## src/rtl/time_seg_display_if.sv

```systemverilog
// Time-update handshake between a time source and the seven-segment display block.
interface time_seg_display_if;
  logic [5:0] hours;
  logic [5:0] minutes;
  logic [5:0] seconds;
  logic       upd_valid;
  logic       upd_ready;

  modport master (output hours, minutes, seconds, upd_valid, input upd_ready);
  modport slave  (input hours, minutes, seconds, upd_valid, output upd_ready);
endinterface

```

## src/rtl/time_seg_display.sv

```systemverilog
// Converts a captured hh:mm:ss to BCD by double-dabble and drives six active-low
// seven-segment digits; the hours/minutes ones digits carry a blinking colon dp.
module time_seg_display #(
  parameter int BLINK_HALF = 25000000
) (
  input  logic               clk,
  input  logic               rst,
  time_seg_display_if.slave  upd,
  output logic [7:0]         HEX00,
  output logic [7:0]         HEX01,
  output logic [7:0]         HEX02,
  output logic [7:0]         HEX03,
  output logic [7:0]         HEX04,
  output logic [7:0]         HEX05
);

  localparam int CW = $clog2(BLINK_HALF);
  localparam logic [CW-1:0] BLINK_LAST = CW'(BLINK_HALF - 1);

  typedef enum logic [1:0] {IDLE = 2'd0, SHIFT = 2'd1, COMMIT = 2'd2} state_t;

  state_t          state_r, state_s;
  logic            ready_r;
  logic [2:0]      shift_cnt_r;
  logic [13:0]     hrs_r, min_r, sec_r;   // {tens, ones, binary} shift registers
  logic [2:0]      err_r;                 // {hours, minutes, seconds} out of range
  logic [6:0]      seg00_r, seg01_r, seg02_r, seg03_r, seg04_r, seg05_r;
  logic [CW-1:0]   blink_cnt_r;
  logic            phase_r;
  logic            dp_r;

  // One double-dabble step: +3 on BCD nibbles >= 5, then shift the whole word left.
  function automatic logic [13:0] dabble_step(input logic [13:0] v);
    logic [13:0] t;
    t = v;
    if (t[13:10] >= 4'd5) t[13:10] = t[13:10] + 4'd3;
    if (t[9:6]   >= 4'd5) t[9:6]   = t[9:6]   + 4'd3;
    return {t[12:0], 1'b0};
  endfunction

  function automatic logic [6:0] seg_enc(input logic [3:0] d);
    case (d)
      4'd0:    return 7'h40;
      4'd1:    return 7'h79;
      4'd2:    return 7'h24;
      4'd3:    return 7'h30;
      4'd4:    return 7'h19;
      4'd5:    return 7'h12;
      4'd6:    return 7'h02;
      4'd7:    return 7'h78;
      4'd8:    return 7'h00;
      4'd9:    return 7'h10;
      default: return 7'h3F;
    endcase
  endfunction

  // Next-state logic of the IDLE/SHIFT/COMMIT sequencer.
  always_comb begin
    state_s = state_r;
    case (state_r)
      IDLE: begin
        if (upd.upd_valid) state_s = SHIFT;
        else               state_s = IDLE;
      end
      SHIFT: begin
        if (shift_cnt_r == 3'd5) state_s = COMMIT;
        else                     state_s = SHIFT;
      end
      COMMIT:  state_s = IDLE;
      default: state_s = IDLE;
    endcase
  end

  // State register, shift counter and registered ready.
  always_ff @(posedge clk or negedge rst) begin
    if (!rst) begin
      state_r     <= IDLE;
      shift_cnt_r <= 3'd0;
      ready_r     <= 1'b1;
    end else begin
      state_r     <= state_s;
      ready_r     <= (state_s == IDLE);
      if (state_r == SHIFT) shift_cnt_r <= shift_cnt_r + 3'd1;
      else                  shift_cnt_r <= 3'd0;
    end
  end

  // Capture, BCD conversion and segment commit.
  always_ff @(posedge clk or negedge rst) begin
    if (!rst) begin
      hrs_r   <= 14'd0;
      min_r   <= 14'd0;
      sec_r   <= 14'd0;
      err_r   <= 3'd0;
      seg00_r <= 7'h7F;
      seg01_r <= 7'h7F;
      seg02_r <= 7'h7F;
      seg03_r <= 7'h7F;
      seg04_r <= 7'h7F;
      seg05_r <= 7'h7F;
    end else begin
      case (state_r)
        IDLE: begin
          if (upd.upd_valid) begin
            hrs_r <= {8'd0, upd.hours};
            min_r <= {8'd0, upd.minutes};
            sec_r <= {8'd0, upd.seconds};
            err_r <= {upd.hours > 6'd23, upd.minutes > 6'd59, upd.seconds > 6'd59};
          end
        end
        SHIFT: begin
          hrs_r <= dabble_step(hrs_r);
          min_r <= dabble_step(min_r);
          sec_r <= dabble_step(sec_r);
        end
        COMMIT: begin
          seg00_r <= err_r[2] ? 7'h3F : seg_enc(hrs_r[13:10]);
          seg01_r <= err_r[2] ? 7'h3F : seg_enc(hrs_r[9:6]);
          seg02_r <= err_r[1] ? 7'h3F : seg_enc(min_r[13:10]);
          seg03_r <= err_r[1] ? 7'h3F : seg_enc(min_r[9:6]);
          seg04_r <= err_r[0] ? 7'h3F : seg_enc(sec_r[13:10]);
          seg05_r <= err_r[0] ? 7'h3F : seg_enc(sec_r[9:6]);
        end
        default: begin
          hrs_r <= hrs_r;
        end
      endcase
    end
  end

  // Free-running colon blink; dp tracks the phase being entered so it changes on the wrap edge.
  always_ff @(posedge clk or negedge rst) begin
    if (!rst) begin
      blink_cnt_r <= '0;
      phase_r     <= 1'b0;
      dp_r        <= 1'b1;
    end else if (blink_cnt_r == BLINK_LAST) begin
      blink_cnt_r <= '0;
      phase_r     <= ~phase_r;
      dp_r        <= phase_r;
    end else begin
      blink_cnt_r <= blink_cnt_r + CW'(1);
      dp_r        <= ~phase_r;
    end
  end

  assign upd.upd_ready = ready_r;
  assign HEX00 = {1'b1, seg00_r};
  assign HEX01 = {dp_r, seg01_r};
  assign HEX02 = {1'b1, seg02_r};
  assign HEX03 = {dp_r, seg03_r};
  assign HEX04 = {1'b1, seg04_r};
  assign HEX05 = {1'b1, seg05_r};

endmodule

```

## src/flat_wrapper.sv

```systemverilog
// flat-port wrapper written by rule: the top's interface ports become plain ports
module time_seg_display_flat 
#(
  parameter int BLINK_HALF = 25000000
)
  (clk, rst, HEX00, HEX01, HEX02, HEX03, HEX04, HEX05, upd_hours, upd_minutes, upd_seconds, upd_upd_valid, upd_upd_ready);
  time_seg_display_if upd_i ();
  input  logic clk;
  input  logic rst;
  output logic [7:0] HEX00;
  output logic [7:0] HEX01;
  output logic [7:0] HEX02;
  output logic [7:0] HEX03;
  output logic [7:0] HEX04;
  output logic [7:0] HEX05;
  input wire logic [$bits(upd_i.hours)-1:0] upd_hours;
  input wire logic [$bits(upd_i.minutes)-1:0] upd_minutes;
  input wire logic [$bits(upd_i.seconds)-1:0] upd_seconds;
  input wire logic [$bits(upd_i.upd_valid)-1:0] upd_upd_valid;
  output wire logic [$bits(upd_i.upd_ready)-1:0] upd_upd_ready;
  assign upd_i.hours = upd_hours;
  assign upd_i.minutes = upd_minutes;
  assign upd_i.seconds = upd_seconds;
  assign upd_i.upd_valid = upd_upd_valid;
  assign upd_upd_ready = upd_i.upd_ready;
  time_seg_display #(.BLINK_HALF(BLINK_HALF)) u_core (.clk(clk), .rst(rst), .upd(upd_i), .HEX00(HEX00), .HEX01(HEX01), .HEX02(HEX02), .HEX03(HEX03), .HEX04(HEX04), .HEX05(HEX05));
endmodule
```

## config.mk

```make
export PLATFORM = sky130hd
export DESIGN_NAME = time_seg_display_flat
export DESIGN_NICKNAME = d
export VERILOG_FILES = /design/src/rtl/time_seg_display_if.sv /design/src/rtl/time_seg_display.sv /design/src/flat_wrapper.sv
export SDC_FILE = /design/constraint.sdc
export NUM_CORES = 1
export LEC_CHECK = 0
export ABC_AREA = 0
export CORE_MARGIN = 4
export CORE_UTILIZATION = 55
export DETAILED_ROUTE_END_ITERATION = 8
export PLACE_DENSITY = 0.76
export REMOVE_ABC_BUFFERS = 1
export SETUP_SLACK_MARGIN = 0.15
export SYNTH_ARGS = -nofsm -noshare
export SYNTH_HDL_FRONTEND = slang
export SYNTH_SLANG_ARGS = --single-unit
```

## constraint.sdc

```tcl
create_clock -name clk -period 6.1 [get_ports clk]
set_input_delay 0.915 -clock clk [delete_from_list [all_inputs] [get_ports clk]]
set_output_delay 0.915 -clock clk [all_outputs]
set_load 0.01 [all_outputs]
```

==> metrics.txt <==
run status completed; Post-synth EDFFs 0; Place WS 2.77 ns; maximum level of the CTS H-tree 4; worst reg2reg endpoint u_core.hrs_r[8]$_DFFE_PN0P_; combined global-route utilization of all metal layers 22.7%; clock insertion delay at the later pin of the skew report 0.41 ns; Worst Min Path Start u_core.phase_r$_DFFE_PN0N_; Post-synth ARST share 100%; primary flip-flop cell chosen by synthesis mapping dfrtp_1; max-cap viol count 0; final-report hold violation count 0; Worst Hold Class reg2reg; post-route non-filler standard cell count 875; RSZ-0062 raised after global routing false; Total Power 4.15 mW; final-layout setup total negative slack 0 ns; IO Count 70; via count of the first global-routing pass 5,044; CORE AREA 11,000 sq um; antenna cell count 0; Max FO, Critical Path 28; worst-margin pin slew 1.17 ns; endpoint with the worst hold slack u_core.dp_r$_DFF_PN1_; clock transition at the registers of the reported paths 0.05 ns; category of the worst setup path capture point register; cell area after layout 7580 sq um; final setup violation count 0; last weighted congestion value of the routability-driven placer 0.902; Hold Slack 0.467 ns; placement row count 38; dpl hpwl 9090 microns; ranking of synthesized cells by area dfrtp_1, dfstp_2, ha_1; largest net degree at the start of global routing 76; worst path setup slack after routing 3.17 ns; Detailed Route WL 13,800 microns; Leak 3.27 nW; drt pass-1 iters 7; Synthesis Warnings 0; Data required, critical path 6.39 ns; instance count of the mapped netlist 671; synthesis-to-finish area growth 21.5%; DR WL/cell 15.7 microns; clock buffers created by TritonCTS 17; post-synth top area cell dfrtp_1; number of buffers added for setup after CTS 0; Arr. time, crit path 3.22 ns; category of the worst setup path launch point primary input; synthesized area per cell 9.30 sq um; number of antenna violations at the first check in global routing 0; number of distinct library cells after synthesis 47; Port Buffer Count 65; depth of the most critical reg-to-reg path 3; DIE WIDTH 115 microns; worst IR drop on VDD 0.000225 V; Gates resized, CTS repair 0; post-synthesis instance area 6240 sq um; antenna-violating nets left 0; clk root buf clkbuf_16; vias post-DR 4,993; sequential share of the synthesized area 49.0%; clock buffer depth 2; Cell Pwr Density 547 nW/um^2; mean number of vias per cell 5.71; top cells by count, synth nor2_1, nand2_1, dfrtp_1, a21oi_1, dfstp_2; Post-Route Skew 0.00745 ns; number of placed instances, taps included 843; cell with the most instances after synthesis nor2_1; number of clock sinks 120; Die Y 115 microns; Critical Setup Path Class in2reg; launching point of the worst reg2reg path u_core.state_r[0]$_DFF_PN0_; maximum frequency from static timing analysis 341 MHz; Cells on Worst Hold Path 1; Synth top area share 30.5%; DR iter-0 viols 249; post-layout util 69.0%; post-route clock period utilization 48.0%; GRT Residual Overflow 0; fraction of final layout cells sized beyond drive strength 1 12.1%; final critical path time including I/O delays and setup 2.93 ns; synthesized flop and latch total 120; final slew viol count 0; Die Outline Area 13,100 sq um; Residual DRC 0; worst relative slew slack 22.0%; quantity of hold-fixing buffers added after cts 0; register-to-register path setup slack 3.62 ns; initial standard-cell utilization of the core 56.8%; global-route wire length before repair 23,900 microns; Total Nets Final 782; Post-Place Cell Area 6930 sq um; CTS tree yes
## critical path, cell delays in order
cell and delay [ns]:
clkdlybuf4s50_1 0.50, nor3b_4 0.88, nor2_1 0.55, a22o_1 0.37
## per-layer routing
| layer | vias up | wire [microns] | global-route usage, % |
|---|---|---|---|
| li1 | 2410 | - | - |
| met1 | 2433 | 5950 | 28.3 |
| met4 | 0 | 268 | 9.18 |
| met5 | - | 0 | 0 |
| met2 | 127 | 6950 | 38.6 |
| met3 | 23 | 605 | 4.44 |
## sequential cells by signal, indices dropped and copies added (netlist names)
register	flops
u_core.blink_cnt_r	25
u_core.hrs_r	14
u_core.min_r	14
u_core.sec_r	14
u_core.seg00_r	7
u_core.seg01_r	7
u_core.seg02_r	7
u_core.seg03_r	7
u_core.seg04_r	7
u_core.seg05_r	7
u_core.err_r	3
u_core.shift_cnt_r	3
u_core.state_r	2
u_core.dp_r	1
u_core.phase_r	1
u_core.upd.upd_ready	1
## area by class of cell
class                      count  area, sq um
inverter                      23         86.3
timing repair buffer          69          678
sequential                   120         3060
clock buffer                  19          443
tap                          140          175
fill                         864         3400
multi-input combinational    491         2940
clock inverter                13          201
## where the power goes
part | internal, mW | switching, mW | leakage (nW) | total, mW
sequential | 1.17 | 0.298 | 1.42 | 1.47
clock | 0.732 | 0.355 | 0.309 | 1.09
combinational | 0.749 | 0.841 | 1.54 | 1.59
total | 2.65 | 1.49 | 3.27 | 4.15
## kinds of logic after synthesis
kind of cell	synth area share (%)
XOR/XNOR	3.37
buffers and inverters	4.29
AO/OA/AOI/OAI	15.6
other	0.0601
AND/OR/NAND/NOR	18.9
adder cells (fa/ha/maj)	7.82
flip-flops	49.0
multiplexers	0.963
## worst max path at each step
stage                   from                      endpoint  depth (start not counted)
2_1_floorplan  upd_upd_valid  u_core.hrs_r[12]$_DFFE_PN0P_                          3
3_3_place_gp   upd_upd_valid  u_core.sec_r[13]$_DFFE_PN0P_                          4
3_5_place_dp   upd_upd_valid   u_core.hrs_r[8]$_DFFE_PN0P_                          4
4_1_cts        upd_upd_valid   u_core.hrs_r[8]$_DFFE_PN0P_                          4
5_1_grt        upd_upd_valid  u_core.min_r[11]$_DFFE_PN0P_                          5
6_report       upd_upd_valid   u_core.hrs_r[8]$_DFFE_PN0P_                          4
## cells in the final DEF (no fill, tap or decap), types with 5 or more instances in the layout
cell type,instances
a21oi_1,61
a22o_1,6
a31oi_1,17
buf_4,5
bufinv_16,5
clkbuf_16,17
clkdlybuf4s50_1,64
dfrtp_1,76
dfstp_2,44
ha_1,39
inv_1,23
mux2i_1,6
nand2_1,89
nand2b_1,10
nand3_1,14
nand4_1,7
nor2_1,95
nor3_1,7
nor3b_1,7
o21ai_0,38
o22a_1,14
o31ai_1,8
o41ai_1,6
or3_1,7
xnor2_1,16
xor2_1,8
(Power assumes the default switching activity.)
==> variant 1, RTL diff (same settings) <==
Encoding of `state_t`: now one-hot (3 bits for 3 states).
--- a/src/rtl/time_seg_display.sv
+++ b/src/rtl/time_seg_display.sv
@@ -19,3 +19,3 @@
 
-  typedef enum logic [1:0] {IDLE = 2'd0, SHIFT = 2'd1, COMMIT = 2'd2} state_t;
+  typedef enum logic [2:0] {IDLE = 3'b001, SHIFT = 3'b010, COMMIT = 3'b100} state_t;
 
Check against the original RTL: no difference found for any inputs over 10 cycles, from zero or initial values and one cycle with rst low; not proved beyond that.
==> variant 1 against the unedited design <==
- design area is essentially flat
- routed wire length decreased by 2.7%
- highest routed layer unchanged
- clock skew grew 0.0025 ns
- worst setup slack improved by 0.21 ns
- sequential cell count is 1 higher
- critical endpoint is now u_core.sec_r[9]
- largest cell class unchanged
- critical path type unchanged
- area after synthesis increased by 1.5%
Power is not compared: it rests on default switching activity, and its combinational part moved more than twofold at a synthesized area within 25%.
==> variant 1: results (changes against the unedited design) <==
| Metric | Value |
|---|---|
| First-pass GRT wire length | 22.6 mm (was 23.9 mm) |
| Yosys warning count | 0 (unchanged) |
| Worst Tran Pin Value | 0.988 ns (was 1.17 ns) |
| HPWL after DPL | 9.12 mm (was 9.09 mm) |
| Clock buffer count from CTS | 17 (unchanged) |
| Die width | 115 um (about the same) |
| Post-place setup slack | 2.97 ns (was 2.77 ns) |
| Gr usage total | 0.213 (was 0.227) |
| Antenna Cells | 0 (unchanged) |
| Initial DRT Pass Iterations | 5 (was 7) |
| Routed length per placed instance | 15.5 um (was 15.7 um) |
| Seq/Total Area, Yosys | 0.487 (was 0.490) |
| Crit path max fanout | 26 (was 28) |
| CTS resizes | 0 (unchanged) |
| Mux cell area share after synthesis | 0.0158 (was 0.00963) |
| Synth Area in Adders | 0.0770 (was 0.0782) |
| Synth area leaders | dfrtp_1, dfstp_2, ha_1, nor2_1, nand2_1 (unchanged) |
| First DRT Iteration DRCs | 323 (was 249) |
| Count of different cell masters after synthesis | 60 (was 47) |
| Fillers | 843 (was 864) |
| Top reg by flops | u_core.blink_cnt_r (unchanged) |
| Root buffer cell | clkbuf_16 (unchanged) |
| Initial antenna violation count | 0 (unchanged) |
| Max reg flops | 25 (unchanged) |
| Synth Area in Compound Gates | 0.153 (was 0.156) |
| List of most frequent post-synthesis cells | nor2_1, nand2_1, dfrtp_1 (unchanged) |
| Worst-path clk slew | 0.05 ns (about the same) |
| H-tree depth | 4 (unchanged) |
| Maximum vdd drop | 0.000230 V |
| Final RePlAce weighted congestion | 0.913 (was 0.902) |
| Share of layout cells above drive strength 1 | 0.127 (was 0.121) |
| Worst skew pair latency | 0.41 ns (about the same) |
| Leakage power | 3.24 nW |
| Worst Clk Skew | 0.00994 ns (was 0.00745 ns) |
| Async SR Flop Fraction | 1.00 (unchanged) |
| Largest net degree at the start of global routing | 72 (was 76) |
| Hold Path Class | register to register (unchanged) |
| Via count | 4931 (was 4993) |
| Vias in the first global route | 4915 (was 5044) |
| Outcome | finished clean (unchanged) |
| Critical path endpoint category | register (unchanged) |
| Worst EP arrival | 3.01 ns (was 3.22 ns) |
| Max Buffers Root-to-Sink | 2 (unchanged) |
| Post-CTS setup buffer count | 0 (unchanged) |
| Synth Area in XOR/XNOR | 0.0346 (was 0.0337) |
| IO buf count | 65 (unchanged) |
| Layout Nets | 769 (was 782) |
## variant 1: changes by cell type after synthesis, moves of 10 or more
cell and change:
a21oi_1 -10, clkbuf_1 -14, nand2_1 -10, nor2_1 -12, o21ai_0 -11, o22ai_1 +14
## variant 1: cell families (layout without fill, tap and decap cells)
group / count (synthesis) / count (layout)
and+or+nand+nor: 236 / 236
AOI/OAI and AO/OA: 156 / 156
DFF: 121 / 121
buffers and inverters: 66 / 131
adders and majority gates: 39 / 39
xor gates and xnor gates: 25 / 25
muxes: 10 / 10
other: 1 / 4
## variant 1: power by group
part	switching, W	internal, W	total (W)
sequential	0.000111	0.000913	0.00102
clock	0.000325	0.000614	0.000939
combinational	0.000334	0.000216	0.000550
## variant 1: routing by layer
metal,part of all wire,vias to the layer above,GRT usage
li1,-,2392,-
met1,0.44,2407,0.269
met2,0.50,115,0.354
met3,0.044,17,0.0584
met4,0.014,0,0.0751
met5,0,-,0
## variant 1: worst paths after layout
check	startpoint	endpoint	slack (ns)	cells past startpoint
setup / recovery	upd_upd_valid	u_core.sec_r[9]	3.38	5
min in group asynchronous	rst	u_core.state_r[2]	0.53	1
setup reg to reg	u_core.blink_cnt_r[0]	u_core.blink_cnt_r[13]	3.74	5
hold / removal	u_core.seg01_r[6]	u_core.seg01_r[6]	0.46	2
max in group asynchronous	rst	u_core.min_r[12]	4.28	2
hold reg to reg	u_core.seg01_r[6]	u_core.seg01_r[6]	0.46	2
## variant 1: cell type report
type	instances	area share
Sequential cell	121	0.407
Multi-Input combinational cell	470	0.392
Timing Repair Buffer	69	0.0894
Clock buffer	30	0.0691
Tap cell	140	0.0231
Inverter	30	0.0148
Clock inverter	2	0.00462
## variant 1: stage by stage
stage | cell area, sq um | hold WS [ns] | util | std cells
after floorplan | 6160 | 0.431 | - | 621
after global placement | 7030 | 0.444 | 0.634 | 830
after CTS | 7580 | 0.462 | 0.685 | 862
final | 7580 | 0.458 | 0.685 | 862
after detailed placement | 7030 | 0.454 | 0.634 | 830
after global routing | 7580 | 0.492 | 0.685 | 862
## variant 1: worst max-delay path: stages
cell,delay (ns)
clkdlybuf4s50_1,0.47
or4bb_1,0.89
nand2_8,0.31
inv_2,0.15
a22o_1,0.26
==> variant 2, RTL diff (same settings) <==
Without the edit above. `BLINK_HALF` is set to 25000000 in 2 places; all go to 12500000.
--- a/src/rtl/time_seg_display.sv
+++ b/src/rtl/time_seg_display.sv
@@ -3,3 +3,3 @@
 module time_seg_display #(
-  parameter int BLINK_HALF = 25000000
+  parameter int BLINK_HALF = 12500000
 ) (
--- a/src/flat_wrapper.sv
+++ b/src/flat_wrapper.sv
@@ -3,3 +3,3 @@
 #(
-  parameter int BLINK_HALF = 25000000
+  parameter int BLINK_HALF = 12500000
 )
Function: no difference found for any inputs over 10 cycles, from zero or initial values and one cycle with rst low; that may be too few to reach the edited logic, so the function may still have changed.
==> variant 2 against the unedited design <==
- worst setup slack better by 0.53 ns
- routed wire length down 4.3%
- area after synthesis down 0.72%
- fmax up 22%
- power down 4.3%
- final cell count down 0.91%
- sequential cell count down 1
- design area down 2.0%
- die area down 0.67%
- first-iteration DRC count down 8.0%
- count of clock-buffer cells in the layout down 1
- critical path type is now register to primary output
- largest cell class unchanged
- largest power group unchanged
- highest routed layer unchanged
==> variant 2: results (changes against the unedited design) <==
| Metric | Value |
|---|---|
| Largest stage delay, worst path | 0.53 ns (was 0.88 ns) |
| Met3 Usage GRT | 0.0412 (was 0.0444) |
| Routed length per placed instance | 15.2 um (was 15.7 um) |
| Vias in the first global route | 4828 (was 5044) |
| Outcome | finished clean (unchanged) |
| Layout Nets | 774 (was 782) |
| Leakage power | 3.20 nW (was 3.27 nW) |
| Hold Crit Depth | 1 (unchanged) |
| Seq/Total Area, Yosys | 0.490 (about the same) |
| HPWL after DPL | 8.80 mm (was 9.09 mm) |
| R2R cell count | 5 (was 3) |
| Initial DRT Pass Iterations | 5 (was 7) |
| Met2 Use GR | 0.348 (was 0.386) |
| RR Startpoint | u_core.blink_cnt_r[0] (was u_core.state_r[0]) |
| Crit path from | u_core.seg01_r[3] (was upd_upd_valid) |
| Final Critical Period | 2.40 ns (was 2.93 ns) |
| Worst Clk Skew | 0.00975 ns (was 0.00745 ns) |
| Number of synthesized flops with an enable pin | 0 (unchanged) |
| Gr usage total | 0.211 (was 0.227) |
| Reg2reg setup slack | 3.74 ns (was 3.62 ns) |
| Slew HR | 0.238 (was 0.220) |
| Dpl cell area | 6860 sq um (was 6930 sq um) |
| Crit path max fanout | 2 (was 28) |
| Max reg flops | 24 (was 25) |
| Share of layout cells above drive strength 1 | 0.121 (about the same) |
| CP max stage cell | dfstp_2 (was nor3b_4) |
| Final RePlAce weighted congestion | 0.902 (about the same) |
| Mux cell area share after synthesis | 0.0113 (was 0.00963) |
| Cell family with most CP delay | flip-flops (was simple AND/OR/NAND/NOR gates) |
| Count of different cell masters after synthesis | 48 (was 47) |
| Via count | 4943 (was 4993) |
| Synth Area in Adders | 0.0788 (was 0.0782) |
| Worst EP arrival | 1.49 ns (was 3.22 ns) |
| Synth Area in XOR/XNOR | 0.0311 (was 0.0337) |
| Synth Area in Compound Gates | 0.156 (about the same) |
| Post-place setup slack | 3.42 ns (was 2.77 ns) |
| First-pass GRT wire length | 22.4 mm (was 23.9 mm) |
| Synth area leaders | dfrtp_1, dfstp_2, ha_1, nor2_1, nand2_1 (unchanged) |
| Antenna Cells | 0 (unchanged) |
| First DRT Iteration DRCs | 229 (was 249) |
| Crit path capture | HEX01[3] (was u_core.hrs_r[8]) |
| Met1 Use GR | 0.276 (was 0.283) |
| Met3 WL | 629 um (was 605 um) |
| Post-CTS setup buffer count | 0 (unchanged) |
| R2r endpoint | u_core.phase_r (was u_core.hrs_r[8]) |
| Yosys warning count | 0 (unchanged) |
| List of most frequent post-synthesis cells | nor2_1, nand2_1, dfrtp_1 (unchanged) |
| Largest net degree at the start of global routing | 68 (was 76) |
| Maximum vdd drop | 0.000286 V (was 0.000225 V) |
| Met2 wire length | 6.71 mm (was 6.95 mm) |
| Wl on met1 | 5.65 mm (was 5.95 mm) |
variant 2: metrics by stage:
step | hold WS, ns | utilization | cells | total power, W
final | 0.464 | 0.679 | 867 | 0.00397
after global routing | 0.490 | 0.679 | 867 | 0.00426
after CTS | 0.471 | 0.679 | 867 | 0.00399
after detailed placement | 0.453 | 0.628 | 835 | 0.00302
after global placement | 0.449 | 0.628 | 835 | 0.00294
after floorplan | 0.431 | - | 626 | 0.00243
variant 2: area by class of cell:
class	instances	area (sq um)
Clock buffer	18	439
Sequential cell	119	3030
Tap cell	140	175
Fill cell	847	3510
Inverter	24	90.1
Multi-Input combinational cell	483	2890
Clock inverter	14	126
Timing Repair Buffer	69	678
variant 2: where the power goes:
| group | total [W] | leakage, nW | internal [W] | switching, W |
|---|---|---|---|---|
| logic | 0.00156 | 1.53 | 0.000739 | 0.000822 |
| clock network | 0.000945 | 0.257 | 0.000571 | 0.000374 |
| registers | 0.00146 | 1.41 | 0.00117 | 0.000296 |
